[src/rtl/hazard_scoreboard.sv]
// Decode-side hazard controller: load-use, RAW/WAW, structural stalls and per-unit multicycle tracking.
// Optional perf counters are built only when HAZARD_PERF_CNT_EN is defined.
module hazard_scoreboard #(
  parameter int NUM_UNITS = 3,
  parameter int REG_AW    = 6,
  parameter int TIMEOUT   = 64,
  parameter int CNT_W     = 32
) (
  input  logic                 clk,
  input  logic                 reset_n,
  input  logic                 flush_mem,
  input  logic                 id_valid,
  input  logic [REG_AW-1:0]    id_rs1,
  input  logic [REG_AW-1:0]    id_rs2,
  input  logic [REG_AW-1:0]    id_rs3,
  input  logic                 id_use_rs1,
  input  logic                 id_use_rs2,
  input  logic                 id_use_rs3,
  input  logic [REG_AW-1:0]    id_rd,
  input  logic                 id_wr_en,
  input  logic [NUM_UNITS-1:0] id_unit_req,
  input  logic                 exe_mem_read,
  input  logic [REG_AW-1:0]    exe_rd,
  input  logic [NUM_UNITS-1:0] unit_done,
  output logic                 stall_id,
  output logic                 flush_id,
  output logic                 load_hazard,
  output logic                 raw_hazard,
  output logic                 waw_hazard,
  output logic                 struct_hazard,
  output logic                 issue,
  output logic [NUM_UNITS-1:0] unit_busy,
  output logic [NUM_UNITS-1:0] unit_kill,
  output logic [NUM_UNITS-1:0] timeout_err,
  output logic [CNT_W-1:0]     stall_cnt,
  output logic [CNT_W-1:0]     struct_cnt
);

  // state   | meaning
  // IDLE    | unit free, record fields are don't-care
  // BUSY    | unit executing; dest/wr valid, age and tcnt advancing
  typedef enum logic {ST_IDLE, ST_BUSY} state_e;

  localparam int TC_W = $clog2(TIMEOUT + 1);
  localparam logic [TC_W-1:0] TC_MAX = TC_W'(TIMEOUT);

  state_e            state_q [NUM_UNITS];
  state_e            state_d [NUM_UNITS];
  logic [REG_AW-1:0] dest_q  [NUM_UNITS];
  logic [REG_AW-1:0] dest_d  [NUM_UNITS];
  logic [1:0]        age_q   [NUM_UNITS];
  logic [1:0]        age_d   [NUM_UNITS];
  logic [TC_W-1:0]   tcnt_q  [NUM_UNITS];
  logic [TC_W-1:0]   tcnt_d  [NUM_UNITS];
  logic [NUM_UNITS-1:0] wr_q, wr_d, terr_q, terr_d;

  logic ld_raw, raw_raw, waw_raw, st_raw;

  function automatic logic src_hit(input logic [REG_AW-1:0] r);
    src_hit = (r != '0) &&
              ((id_use_rs1 && id_rs1 == r) ||
               (id_use_rs2 && id_rs2 == r) ||
               (id_use_rs3 && id_rs3 == r));
  endfunction

  always_comb begin
    ld_raw  = exe_mem_read && src_hit(exe_rd);
    raw_raw = 1'b0;
    waw_raw = 1'b0;
    st_raw  = 1'b0;
    for (int u = 0; u < NUM_UNITS; u++) begin
      if (unit_busy[u] && wr_q[u]) begin
        raw_raw = raw_raw | src_hit(dest_q[u]);
        waw_raw = waw_raw | (id_wr_en && id_rd != '0 && id_rd == dest_q[u]);
      end
      st_raw = st_raw | (id_unit_req[u] && unit_busy[u]);
    end
  end

  assign load_hazard   = id_valid & ld_raw;
  assign raw_hazard    = id_valid & raw_raw;
  assign waw_hazard    = id_valid & waw_raw;
  assign struct_hazard = id_valid & st_raw;
  assign stall_id      = (load_hazard | raw_hazard | waw_hazard | struct_hazard) & ~flush_mem;
  assign issue         = id_valid & ~stall_id & ~flush_mem;
  assign flush_id      = flush_mem;
  assign timeout_err   = terr_q;

  // An op with age 0 entered the unit after the redirecting instruction, so it is on the wrong path.
  always_comb begin
    for (int u = 0; u < NUM_UNITS; u++) begin
      unit_busy[u] = (state_q[u] == ST_BUSY);
      unit_kill[u] = reset_n & flush_mem & unit_busy[u] & (age_q[u] == 2'd0);
    end
  end

  always_comb begin
    wr_d   = wr_q;
    terr_d = terr_q;
    for (int u = 0; u < NUM_UNITS; u++) begin
      state_d[u] = state_q[u];
      dest_d[u]  = dest_q[u];
      age_d[u]   = age_q[u];
      tcnt_d[u]  = tcnt_q[u];
      case (state_q[u])
        ST_IDLE: begin
          if (issue && id_unit_req[u]) begin
            state_d[u] = ST_BUSY;
            dest_d[u]  = id_rd;
            wr_d[u]    = id_wr_en && (id_rd != '0);
            age_d[u]   = 2'd0;
            tcnt_d[u]  = '0;
          end
        end
        ST_BUSY: begin
          age_d[u]  = (age_q[u] == 2'd3) ? 2'd3 : age_q[u] + 2'd1;
          tcnt_d[u] = (tcnt_q[u] == TC_MAX) ? TC_MAX : tcnt_q[u] + TC_W'(1);
          if (tcnt_d[u] == TC_MAX) terr_d[u] = 1'b1;
          if (unit_done[u] || unit_kill[u]) state_d[u] = ST_IDLE;
        end
        default: state_d[u] = ST_IDLE;
      endcase
    end
  end

  always_ff @(posedge clk) begin
    if (!reset_n) begin
      wr_q   <= '0;
      terr_q <= '0;
      for (int u = 0; u < NUM_UNITS; u++) begin
        state_q[u] <= ST_IDLE;
        dest_q[u]  <= '0;
        age_q[u]   <= '0;
        tcnt_q[u]  <= '0;
      end
    end else begin
      wr_q   <= wr_d;
      terr_q <= terr_d;
      for (int u = 0; u < NUM_UNITS; u++) begin
        state_q[u] <= state_d[u];
        dest_q[u]  <= dest_d[u];
        age_q[u]   <= age_d[u];
        tcnt_q[u]  <= tcnt_d[u];
      end
    end
  end

`ifdef HAZARD_PERF_CNT_EN
  logic [CNT_W-1:0] stall_cnt_q, struct_cnt_q;

  always_ff @(posedge clk) begin
    if (!reset_n) begin
      stall_cnt_q  <= '0;
      struct_cnt_q <= '0;
    end else begin
      if (stall_id)                   stall_cnt_q  <= stall_cnt_q + CNT_W'(1);
      if (struct_hazard && !flush_mem) struct_cnt_q <= struct_cnt_q + CNT_W'(1);
    end
  end

  assign stall_cnt  = stall_cnt_q;
  assign struct_cnt = struct_cnt_q;
`else
  assign stall_cnt  = '0;
  assign struct_cnt = '0;
`endif

endmodule
[config.mk]
export PLATFORM = sky130hd
export DESIGN_NAME = hazard_scoreboard
export DESIGN_NICKNAME = d
export VERILOG_FILES = /design/src/rtl/hazard_scoreboard.sv
export SDC_FILE = /design/constraint.sdc
export NUM_CORES = 1
export LEC_CHECK = 0
export BUFFER_PORTS_ARGS = -buffer_cell sky130_fd_sc_hd__clkbuf_2
export CAP_MARGIN = 40
export CORE_UTILIZATION = 26
export DETAILED_ROUTE_END_ITERATION = 6
export PLACE_DENSITY = 0.47
export SLEW_MARGIN = 20
export SYNTH_ARGS = -nofsm -noshare
export SYNTH_HDL_FRONTEND = slang
export SYNTH_SLANG_ARGS = --single-unit
[constraint.sdc]
create_clock -name clk -period 8.83 [get_ports clk]
set_clock_uncertainty 0.2 [all_clocks]
set_input_delay 2.649 -clock clk [delete_from_list [all_inputs] [get_ports clk]]
set_output_delay 2.649 -clock clk [all_outputs]
set_load 0.005 [all_outputs]
==> flow_metrics.tcl <==
set metrics [dict create \
    synth.cell_area_um2 4419 \
    die_x_um 132.4 \
    cts_resized 0 \
    hold_violations 0 \
    area_growth_pct 7.843 \
    min_from "wr_q[0]" \
    grt_max_degree 41 \
    cts_tree "done" \
    drc 0 \
    r2r_slack_ns 5.93 \
    hold_path_end "wr_q[0]" \
    syn_avg_cell_area_um2 8.050 \
    tns_ns 0 \
    setup_viol 0 \
    final_common_cell "conb_1" \
    critPathCaptureType "output port" \
    ant_nets 0 \
    dp_hpwl_mm 8.933 \
    r2r-start "dest_q[0][4]" \
    n_antenna_cell 0 \
    grt_setup_unrepaired "no" \
    grt_first_pass_wirelength_mm 19.06 \
    worst_pin_slew_ns 0.6361 \
    power.static_leakage_nw 1.851 \
    cp_max_fo 5 \
    fin_nets 625 \
    synth_edf_count 0 \
    clock_latency_ns 0.29 \
    postCtsSetupBuffers 0 \
    yosys.area.top_type_share 0.2446 \
    synth-seq-cells 54 \
    antenna_found_initial 0 \
    layout_common_cells "64 x conb_1, 60 x clkbuf_2, 54 x dfxtp_1, 50 x xor2_1, 48 x nand2_1" \
    period_share 0.8339 \
    synth_cell_types 52 \
    place.gp.congestion 0.8912 \
    drt_wl_total_mm 12.08 \
    die_h_um 132.4 \
    timing.rr.end "tcnt_q[0][20]" \
    placementRows 47 \
    wl_met2_mm 5.624 \
    routed-wl-met3_um 478 \
    crit_type "primary input to output port" \
    core_um2 16580 \
    synth_area_leaders "dfxtp_1 24%, buf_4 11%, xor2_1 9.9%, xnor2_1 9.3%, mux2i_1 5.7%" \
    grt_usage 0.1368 \
    root_buffer "clkbuf_16" \
    ir_drop_mv 0.08155 \
    grt-ovfl-total 0 \
    routedWlPerCell_um 15.20 \
    wl_met1_mm 5.829 \
    synth_cells 549 \
    hold_depth 2 \
    synth_top_area_cell "dfxtp_1" \
    htree_levels 2 \
    cp.required_ns 5.98 \
    start_util 0.2665 \
    max_slew_margin 0.5713 \
    dr.pass1.iters 6 \
    clk_path_buf_depth 2 \
    portBuffers 60 \
    clk_pin_slew_ns 0.07 \
    numCtsBuffers 5 \
    ys.flop_type "dfxtp_1" \
    hold_buffers 0 \
    outcome "finished clean" \
    yosysWarnings 0 \
    cts_sinks 54 \
    routed_via_density 4.647 \
    powerDensity_nw_per_um2 122.8 \
    ff2ff_path_depth 8 \
    first_global_vias 3520 \
    worst_ep_arrival_time_ns 4.51 \
    critPathLaunchType "primary input" \
    fmax_ghz 0.1358 \
    drive_above_1_share 0.1409 \
    num_vias 3694 \
    maxCapViolations 0 \
    async_reset_ff_frac 0 \
    yosysSeqAreaShare 0.2446 \
    final-max-slew-violation-count 0 \
    finalPower_mw 0.5851 \
    top_layer "met4" \
    ios 125 \
    die-area_um2 17520 \
    min_path_type "flip-flop to flip-flop" \
    post-route-min-period_ns 7.363 \
    drtIter0Drc 202 \
]
[cells in the mapped netlist (2+ instances only)]
cell,number
xor2_1,50
mux2i_1,25
o21ai_0,8
clkbuf_1,19
o21ai_1,5
o21a_1,4
dfxtp_1,54
o41ai_1,3
nand3_1,14
ha_1,6
xnor2_1,47
and3_1,4
nand4_1,16
or4_1,3
nand2_1,48
nor2_1,19
inv_1,14
o22ai_1,7
and2_1,3
nor2b_1,3
o31ai_1,2
nor3b_1,7
nor4_1,18
buf_4,65
nand4b_1,2
a31oi_1,6
nor4b_1,4
o211ai_1,3
buf_2,25
a21oi_1,9
nor3_1,23
or3_1,2
nand3b_1,12
[power by group]
group          total, mW  internal [mW]  switching [mW]
sequential         0.261          0.249          0.0125
clock              0.229          0.135          0.0937
combinational     0.0947         0.0393          0.0554
total              0.585          0.423           0.162
[worst max-delay path, cell delays in order]
cell and delay (ns):
clkbuf_2 0.13, or4_1 0.52, o31a_1 0.27, nand2_1 0.08, a31oi_1 0.08, o21bai_4 0.28
nor3_1 0.22, and2_1 0.16, clkbuf_2 0.10
[per-stage QoR]
step	utilization	hold WS (ns)	std cells	setup WS, ns	instance area, um^2
floorplan	-	0.2482	612	1.774	4656
global placement	0.2756	0.2583	785	1.239	4571
detailed placement	0.2765	0.2667	786	1.168	4586
CTS	0.2869	0.2844	794	1.158	4758
global route	0.2874	0.3002	795	1.329	4766
finish	0.2874	0.2783	795	1.467	4766
[how the worst max path moves through the flow]
stage / to / from / slack [ns] / cells after the start
floorplan: issue / id_rs3[4] / 1.77 / 8
global placement: issue / id_rs2[0] / 1.24 / 9
detailed placement: issue / id_rs3[0] / 1.17 / 9
CTS: issue / id_rs3[0] / 1.16 / 9
global route: issue / exe_rd[0] / 1.33 / 7
finish: issue / id_rd[0] / 1.47 / 9
[cells by family (layout without fill, tap and decap cells)]
group                    Yosys count  after routing  synth area share
multiplexers                      25             25           0.05663
AND/OR/NAND/NOR                  182            182            0.2254
flip-flops                        54             54            0.2446
XOR/XNOR                          97             97            0.1922
AO/OA/AOI/OAI                     58             58           0.09202
adder cells (fa/ha/maj)            6              6           0.01699
other                              1             64         0.0008486
buffers and inverters            126             89            0.1713
[final cells by class]
cell class / count / area [um^2]
Fill cell: 1820 / 11820
Sequential cell: 54 / 1081
Multi-Input combinational cell: 432 / 2824
Tap cell: 220 / 275.3
Timing Repair Buffer: 67 / 360.3
Inverter: 14 / 52.55
Clock inverter: 3 / 47.55
Clock buffer: 5 / 125.1
[routing by layer]
metal  GRT usage  vias up
met1      0.1890     1760
li1            -     1805
met5           0        -
met4     0.03576        0
met3     0.02115       10
met2      0.2205      119
[registers in the layout, indices dropped and copies added (netlist names)]
name / count
timeout_err: 3
tcnt_q: 21
age_q: 6
state_q: 3
wr_q: 3
dest_q: 18
Power figures use the tool's default switching activity.
